==> src/rtl/prog_loader.sv <==
// -----------------------------------------------------------------------------
// prog_loader
//
// Boot-time program loader for the 16-bit CPU's instruction memory.
// Receives a byte stream over a valid/ready handshake, assembles big-endian
// 16-bit words and writes them sequentially into the instruction memory
// starting at address 0. The CPU is held in reset until the full image has
// been written and the final write has committed.
//
// Stream format: LEN_HI, LEN_LO (word count N), then 2N data bytes with the
// high byte first, then an optional checksum byte.
//
// Optional feature macro: PROG_LOADER_CHECKSUM_EN
//   defined   : a trailing checksum byte (XOR of all preceding bytes,
//               length bytes included) is expected; a mismatch rejects
//               the load.
//   undefined : no checksum byte, no XOR register; the only error source
//               is a length larger than the memory.
//
// Parameters:
//   ADDR_W        instruction memory address width (2^ADDR_W words)
//
// Ports:
//   clock         system clock, rising edge
//   reset_n       synchronous active-low reset
//   in_data       stream byte
//   in_valid      in_data is valid
//   in_ready      loader accepts a byte this cycle
//   imem_we       instruction memory write enable, one-cycle pulse per word
//   imem_addr     instruction memory write address
//   imem_wdata    instruction memory write data {hi, lo}
//   cpu_rst_n     CPU reset, low until the load completes
//   done          image loaded, CPU released
//   error         load rejected, CPU stays in reset
//   words_loaded  number of words written so far
// -----------------------------------------------------------------------------
module prog_loader #(
  parameter int ADDR_W = 8
) (
  input  logic              clock,
  input  logic              reset_n,
  input  logic [7:0]        in_data,
  input  logic              in_valid,
  output logic              in_ready,
  output logic              imem_we,
  output logic [ADDR_W-1:0] imem_addr,
  output logic [15:0]       imem_wdata,
  output logic              cpu_rst_n,
  output logic              done,
  output logic              error,
  output logic [ADDR_W:0]   words_loaded
);

  typedef enum logic [2:0] {
    S_LEN_HI  = 3'd0,
    S_LEN_LO  = 3'd1,
    S_DATA_HI = 3'd2,
    S_DATA_LO = 3'd3,
    S_CHK     = 3'd4,
    S_FLUSH   = 3'd5,
    S_RUN     = 3'd6,
    S_ERR     = 3'd7
  } state_t;

  // Where the FSM goes once the last word (or an empty image) is in.
`ifdef PROG_LOADER_CHECKSUM_EN
  localparam state_t S_AFTER_DATA = S_CHK;
`else
  localparam state_t S_AFTER_DATA = S_FLUSH;
`endif

  localparam logic [ADDR_W:0] ONE_W    = {{ADDR_W{1'b0}}, 1'b1};
  localparam logic [16:0]     CAPACITY = 17'd1 << ADDR_W;

  state_t              r_state;
  state_t              w_state_next;
  logic                r_ready;
  logic                w_ready_next;
  logic                w_accept;

  logic [15:0]         r_len;
  logic [7:0]          r_hi;
  logic [ADDR_W:0]     r_words;
  logic                r_we;
  logic [ADDR_W-1:0]   r_addr;
  logic [15:0]         r_wdata;

  logic [16:0]         w_len_new;
  logic                w_len_over;
  logic                w_last_word;

`ifdef PROG_LOADER_CHECKSUM_EN
  logic [7:0]          r_xor;
  logic                w_chk_ok;
`endif

  // ---------------------------------------------------------------------------
  // Handshake and decode helpers
  // ---------------------------------------------------------------------------
  assign w_accept = in_valid && r_ready;

  // Full length as it will be once LEN_LO is latched; 17 bits so that the
  // comparison against 2^ADDR_W cannot overflow for any ADDR_W up to 16.
  assign w_len_new  = {1'b0, r_len[15:8], in_data};
  assign w_len_over = (w_len_new > CAPACITY);

  // The word currently being completed is word N.
  assign w_last_word = ((17'(r_words) + 17'd1) == {1'b0, r_len});

`ifdef PROG_LOADER_CHECKSUM_EN
  assign w_chk_ok = (in_data == r_xor);
`endif

  // ---------------------------------------------------------------------------
  // FSM: state register
  // in_ready is registered from the next state so that it is 0 throughout
  // reset and rises one edge after reset_n is released, with no
  // combinational path from reset_n or in_valid to in_ready.
  // ---------------------------------------------------------------------------
  always_ff @(posedge clock) begin
    if (!reset_n) begin
      r_state <= S_LEN_HI;
      r_ready <= 1'b0;
    end else begin
      r_state <= w_state_next;
      r_ready <= w_ready_next;
    end
  end

  // ---------------------------------------------------------------------------
  // FSM: next-state logic
  // ---------------------------------------------------------------------------
  always_comb begin
    w_state_next = r_state;
    case (r_state)
      S_LEN_HI: begin
        if (w_accept) w_state_next = S_LEN_LO;
      end
      S_LEN_LO: begin
        if (w_accept) begin
          if (w_len_over)              w_state_next = S_ERR;
          else if (w_len_new == 17'd0) w_state_next = S_AFTER_DATA;
          else                         w_state_next = S_DATA_HI;
        end
      end
      S_DATA_HI: begin
        if (w_accept) w_state_next = S_DATA_LO;
      end
      S_DATA_LO: begin
        if (w_accept) w_state_next = w_last_word ? S_AFTER_DATA : S_DATA_HI;
      end
`ifdef PROG_LOADER_CHECKSUM_EN
      S_CHK: begin
        if (w_accept) w_state_next = w_chk_ok ? S_FLUSH : S_ERR;
      end
`endif
      // One dead cycle so the final imem write commits before the CPU runs.
      S_FLUSH: w_state_next = S_RUN;
      default: w_state_next = r_state;   // S_RUN / S_ERR are terminal
    endcase
  end

  // ---------------------------------------------------------------------------
  // FSM: output logic
  // ---------------------------------------------------------------------------
  always_comb begin
    w_ready_next = 1'b0;
    case (w_state_next)
      S_LEN_HI, S_LEN_LO, S_DATA_HI, S_DATA_LO: w_ready_next = 1'b1;
`ifdef PROG_LOADER_CHECKSUM_EN
      S_CHK:                                    w_ready_next = 1'b1;
`endif
      default:                                  w_ready_next = 1'b0;
    endcase
  end

  assign in_ready  = r_ready;
  assign done      = (r_state == S_RUN);
  assign error     = (r_state == S_ERR);
  assign cpu_rst_n = done;

  // ---------------------------------------------------------------------------
  // Datapath: length, high-byte latch, word counter and write port registers
  // ---------------------------------------------------------------------------
  always_ff @(posedge clock) begin
    if (!reset_n) begin
      r_len   <= 16'd0;
      r_hi    <= 8'd0;
      r_words <= '0;
      r_we    <= 1'b0;
      r_addr  <= '0;
      r_wdata <= 16'd0;
    end else begin
      r_we <= 1'b0;   // write enable is a single-cycle pulse
      if (w_accept) begin
        case (r_state)
          S_LEN_HI:  r_len[15:8] <= in_data;
          S_LEN_LO:  r_len[7:0]  <= in_data;
          S_DATA_HI: r_hi        <= in_data;
          S_DATA_LO: begin
            r_we    <= 1'b1;
            // Address is the pre-increment count; it only wraps to 0
            // after word 2^ADDR_W, which is necessarily the last one.
            r_addr  <= r_words[ADDR_W-1:0];
            r_wdata <= {r_hi, in_data};
            r_words <= r_words + ONE_W;
          end
          default: ;
        endcase
      end
    end
  end

`ifdef PROG_LOADER_CHECKSUM_EN
  // Running XOR of every byte before the checksum byte.
  always_ff @(posedge clock) begin
    if (!reset_n) begin
      r_xor <= 8'd0;
    end else if (w_accept && (r_state != S_CHK)) begin
      r_xor <= r_xor ^ in_data;
    end
  end
`endif

  assign imem_we      = r_we;
  assign imem_addr    = r_addr;
  assign imem_wdata   = r_wdata;
  assign words_loaded = r_words;

endmodule

==> config.mk <==
export PLATFORM = sky130hd
export DESIGN_NAME = prog_loader
export DESIGN_NICKNAME = d
export VERILOG_FILES = /design/src/rtl/prog_loader.sv
export SDC_FILE = /design/constraint.sdc
export NUM_CORES = 1
export LEC_CHECK = 0
export ABC_AREA = 0
export CORE_UTILIZATION = 60
export CTS_CLUSTER_DIAMETER = 50
export DETAILED_ROUTE_END_ITERATION = 16
export DONT_BUFFER_PORTS = 1
export PLACE_DENSITY_LB_ADDON = 0.2
export SLEW_MARGIN = 20
export SYNTH_ARGS = -nofsm -noshare
export SYNTH_HDL_FRONTEND = slang
export SYNTH_SLANG_ARGS = --single-unit
==> constraint.sdc <==
create_clock -name clock -period 4.1 [get_ports clock]
set_clock_uncertainty 0.05 [all_clocks]
set_input_delay 0.82 -clock clock [delete_from_list [all_inputs] [get_ports clock]]
set_output_delay 0.82 -clock clock [all_outputs]
set_load 0.01 [all_outputs]
# After elaboration in Yosys (flattened, before gate mapping)
# Cells that the tools add are included.
# totals
regBits	62
input_bits	11
output_inout_bits	38
word_cells	42
# classes
addsub	2
magnitude_cmp	1
eq_ne	10
muxes	10
n_reduce_logical	10
# ops
cell	n
$mux W3	7
$logic_not A17 Y1	1
$eq A10 B16 Y1	1
$gt A16 B9 Y1 const B	1
$pmux W3 S5	1
$eq A3 B2 Y1 const B	4
$add A9 B1 Y10 const B	1
$reduce_and A2 Y1	5
$add A9 B1 Y9 const B	1
$eq A3 B3 Y1 const B	3
$eq A3 B1 Y1 const B	2
$logic_not A3 Y1	2
$reduce_or A4 Y1	1
$mux W1	2
$logic_and A1 B1 Y1	1

# Longest topological paths before layout
# logic_depth
ltp_word	8
mapped_depth	8
ltp_nobuf	7

# Worst setup path after synthesis
# No wires, ideal clock.
# synth_path
path_type	input to register
startpoint	input in_valid
endpoint	register r_words[5], in the netlist words_loaded[5]
setup_time_ns	0.115
arrival_time_ns	1.975
t_required_ns	3.935
path_slack_ns	1.960
stages	8
path_buffers	2
cell_sequence	nand2_1 nor2_1 and3_1 clkbuf_1 buf_4 nand2_1 xnor2_1 and2_1
# synth_between
elab_chain_cells	2
# synth_rtl
element	line_no	text
start: declaration	43	input logic in_valid,
$logic_and A1 B1 Y1	100	assign w_accept = in_valid && r_ready;
$reduce_and A2 Y1 (no line)	--	
end signal: assignment	206	r_words <= r_words + ONE_W;
end: declaration	83	logic [ADDR_W:0] r_words;
# Every way passes these cells.
# A chain may end at the register's enable or synchronous reset.

# Worst setup path after layout
# layout_path
startpoint	register r_words[0], in the netlist words_loaded[0]
endpoint	register r_ready, in the netlist in_ready
# layout_between
elab_chain_cells	8
word_cells_on_any_way	11
classes_between	add/sub (1); eq/ne (4); mux (4); reduce/logical (2)
# layout_rtl
element	line_no	text
$add A9 B1 Y10 (*)	108	assign w_last_word = ((17'(r_words) + 17'd1) == {1'b0, r_len});
$eq A10 B16 Y1 (*)	108	
$mux W3 (*) (2 in series)	150	if (w_accept) w_state_next = w_last_word ? S_AFTER_DATA : S_DATA_HI;
$pmux W3 S5 (*)	135	case (r_state)
$eq A3 B1 Y1 (tied with other cells)	168	case (w_state_next)
$reduce_or A4 Y1 (*)	168	
$mux W1 (*)	168	
end signal: assignment	126	r_ready <= w_ready_next;
end: declaration	77	logic r_ready;
# Mark *: on every way between the ends. The rest lies on a longest branch, timed or not.

==> impl_metrics.csv <==
group,metric,value,unit
outcome,status,"completed",
grt,use_met2,34.5,%
place,portBuffers,0,
die,core,0.00441,mm²
clocking,root_buffer,"clkbuf_8",
yosys,synthArstFlopShare,0,%
yosys,synthTopCellsByArea,"dfxtp_1 (44%), nand2_1 (8.7%), mux2i_1 (8.6%)",
die,die_h,70.4,µm
worst_setup_path,cp.arrival,2580,ps
power_and_ir_drop,p_leak,1.07,nW
power_and_ir_drop,ir_drop,0.314,mV
yosys,synth_common_cells,"nand2_1 (65), dfxtp_1 (62), a21boi_1 (27), nor2b_1 (26), mux2i_1 (24)",
drt,remaining_drc_errors,0,
grt,antenna_found_initial,0,
worst_setup_path,cp.required,4290,ps
yosys,syn_nets,320,
worst_setup_path,reg2reg_to,"in_ready$_SDFF_PN0_",
die,die_x,70.4,µm
clocking,clock_latency,340,ps
yosys,syn-instance-count,308,
worst_hold_path,min_to,"imem_wdata[9]$_SDFFE_PN0P_",
cells_and_area,syn2layout_area_growth,6.60,%
worst_setup_path,rrSetupSlack,1710,ps
cells_and_area,finalInstanceArea,0.00299,mm²
yosys,ys.flop_type,"dfxtp_1",
sta,worst_slack,1710,ps
sta,finalCritPeriodShare,58.3,%
worst_hold_path,hold_path_startpoint,"r_hi[1]$_SDFFE_PN0P_",
yosys,ys_warn_count,0,
worst_setup_path,worstRegToRegCells,6,
sta,fmax,419,MHz
yosys,syn_area_per_cell,9.11,µm²
place,dp.final_hpwl,3710,µm
clocking,htreeDepth,3,
die,initial_core_util,63.5,%
drt,dr.pass1.iters,4,
sta,rsz0062_at_grt,"false",
clocking,postCtsSetupBuffers,0,
grt,grtUsageMet3,7.79,%
clocking,cts_sinks,62,
clocking,path_clk_slew,80,ps
worst_setup_path,end_kind,"flop",
grt,grt_pass1_vias,1877,
clocking,postCtsResizedCells,0,
place,finalWeightedCongestion,0.859,
yosys,seq_area_frac_synth,44.2,%
die,dieArea,0.00495,mm²
job,max_cap_viol_count,0,
clocking,cts_buffer_depth,2,
drt,ant_nets,0,
sta,setup_violations,0,
place,preCtsSetupSlack,1410,ps
worst_setup_path,path_class,"reg2reg",
drt,vias,1990,
drt,drt_first_iter_violations,106,
sta,tightest_slew,677,ps
yosys,synth_top_area_share,44.2,%
grt,grt_first_pass_wirelength,9180,µm
worst_setup_path,r2r_start,"words_loaded[0]$_SDFFE_PN0P_",
worst_setup_path,cp_max_fo,8,
grt,grtUsageMet1,32.4,%
sta,whs,407,ps
grt,grt_max_degree,63,
yosys,synth_cell_types,40,
place,postPlaceCellArea,0.00279,mm²
worst_setup_path,startpoint_type,"flop",
worst_hold_path,hold_class,"reg2reg",
sta,period_needed,2390,ps
cells_and_area,num-fill-cells,374,
yosys,synth_area_leader_cell,"dfxtp_1",
clocking,cts_tree,"done",
sta,slew_viol_final,0,
worst_setup_path,startpoint,"words_loaded[0]$_SDFFE_PN0P_",
clocking,cts_hold_buf,0,
yosys,synth_area,0.00281,mm²
yosys,synth.most_common_cell,"nand2_1",
cells_and_area,antenna_cells,0,
grt,grt_overflow,0,
worst_hold_path,whs_path_depth,2,
yosys,yosys_register_bits,62,
yosys,synth_edf_count,0,
cells_and_area,fin_nets,312,
clocking,cts_buffers,9,
power_and_ir_drop,powerDensity,404,mW/mm²
sta,slew_headroom,54.5,%
sta,finalSetupTns,0,ps
die,ioPinCount,49,
drt,avgViaCountPerCell,5.57,
grt,track_usage,24.2,%
die,num_rows,24,
cells_and_area,drive_gt1_share,8.20,%
drt,wl_per_cell,15.4,µm
drt,drt_wl_total,5510,µm
grt,top_usage_layer,"met2",
sta,hold_viol_final,0,
-- where the power goes --
group | switching, mW | leakage, nW | internal (mW)
Clock | 0.254 | 0.0996 | 0.282
Sequential | 0.0112 | 0.501 | 0.611
Combinational | 0.0217 | 0.467 | 0.0286
-- stage by stage --
stage | total power, mW | instances | util [%]
2_1_floorplan | 0.683 | 308 | -
3_5_place_dp | 0.686 | 341 | 63.3
4_1_cts | 1.22 | 357 | 67.7
3_3_place_gp | 0.685 | 341 | 63.3
6_report | 1.21 | 357 | 67.7
5_1_grt | 1.24 | 357 | 67.7
-- layout make-up --
| type | instances | area, µm² | area share (%) |
|---|---|---|---|
| clock buffer | 9 | 124 | 4.14 |
| multi-input combinational | 223 | 1460 | 49.0 |
| inverter | 2 | 7.51 | 0.251 |
| timing repair buffer | 2 | 15.0 | 0.502 |
| tap | 52 | 65.1 | 2.18 |
| sequential | 62 | 1240 | 41.5 |
| clock inverter | 7 | 73.8 | 2.47 |
-- registers in the layout, indices dropped and copies added, names as in the netlist, named ones only --
register      cells
imem_wdata       16
r_len            16
words_loaded      9
imem_addr         8
r_hi              8
r_state           2
imem_we           1
in_ready          1
-- cell families (layout without fill, tap and decap cells) --
group / after synthesis / count (layout) / synth area share, %
buffers and inverters: 23 / 20 / 3.57
AO/OA/AOI/OAI: 40 / 40 / 10.9
multiplexers: 25 / 25 / 9.37
AND/OR/NAND/NOR: 138 / 138 / 24.8
adder cells (fa/ha/maj): 1 / 1 / 0.446
flip-flops: 62 / 62 / 44.2
XOR/XNOR: 19 / 19 / 6.60
-- layout by cell type, fill, tap and decap left out, types with 2 or more instances in the layout --
cell      Yosys  layout
o21ai_0       2       2
nand4_1       4       4
nor4_1        3       3
xor2_1        4       4
clkinv_2      0       2
clkinv_4      0       2
and2_1        9       9
dfxtp_1      62      62
and3_1        5       5
xnor2_1      14      14
nand2_1      65      65
inv_1         2       2
nand3_1       6       6
buf_4         3       2
nor2b_1      26      26
a21oi_1       3       3
clkbuf_8      0       9
mux2i_1      24      24
nor2_1       10      10
a21boi_1     27      27
-- metal layers --
layer / vias to the layer above / part of all wire, % / routed length (µm)
li1: 1012 / - / -
met1: 914 / 48 / 2630
met2: 54 / 44 / 2420
met3: 10 / 6.3 / 346
met4: 0 / 2.1 / 114
met5: - / 0 / 0
-- how the worst max path moves through the flow --
| stage | end | slack, ps | depth (start not counted) |
|---|---|---|---|
| after floorplan | words_loaded[5]$_SDFFE_PN0P_ | 1960 | 8 |
| after global routing | words_loaded[4]$_SDFFE_PN0P_ | 1530 | 7 |
| after detailed placement | words_loaded[4]$_SDFFE_PN0P_ | 1410 | 7 |
| final | in_ready$_SDFF_PN0_ | 1710 | 6 |
| after global placement | words_loaded[4]$_SDFFE_PN0P_ | 1460 | 7 |
| after CTS | in_ready$_SDFF_PN0_ | 1700 | 6 |
-- critical path, stage by stage (launching register included) --
cell	delay, ps
dfxtp_1	570
ha_1	370
xor2_4	170
or4_1	520
nor3_2	230
nand4_1	170
and3_1	210
No activity file was read; power rests on OpenSTA's default activity.
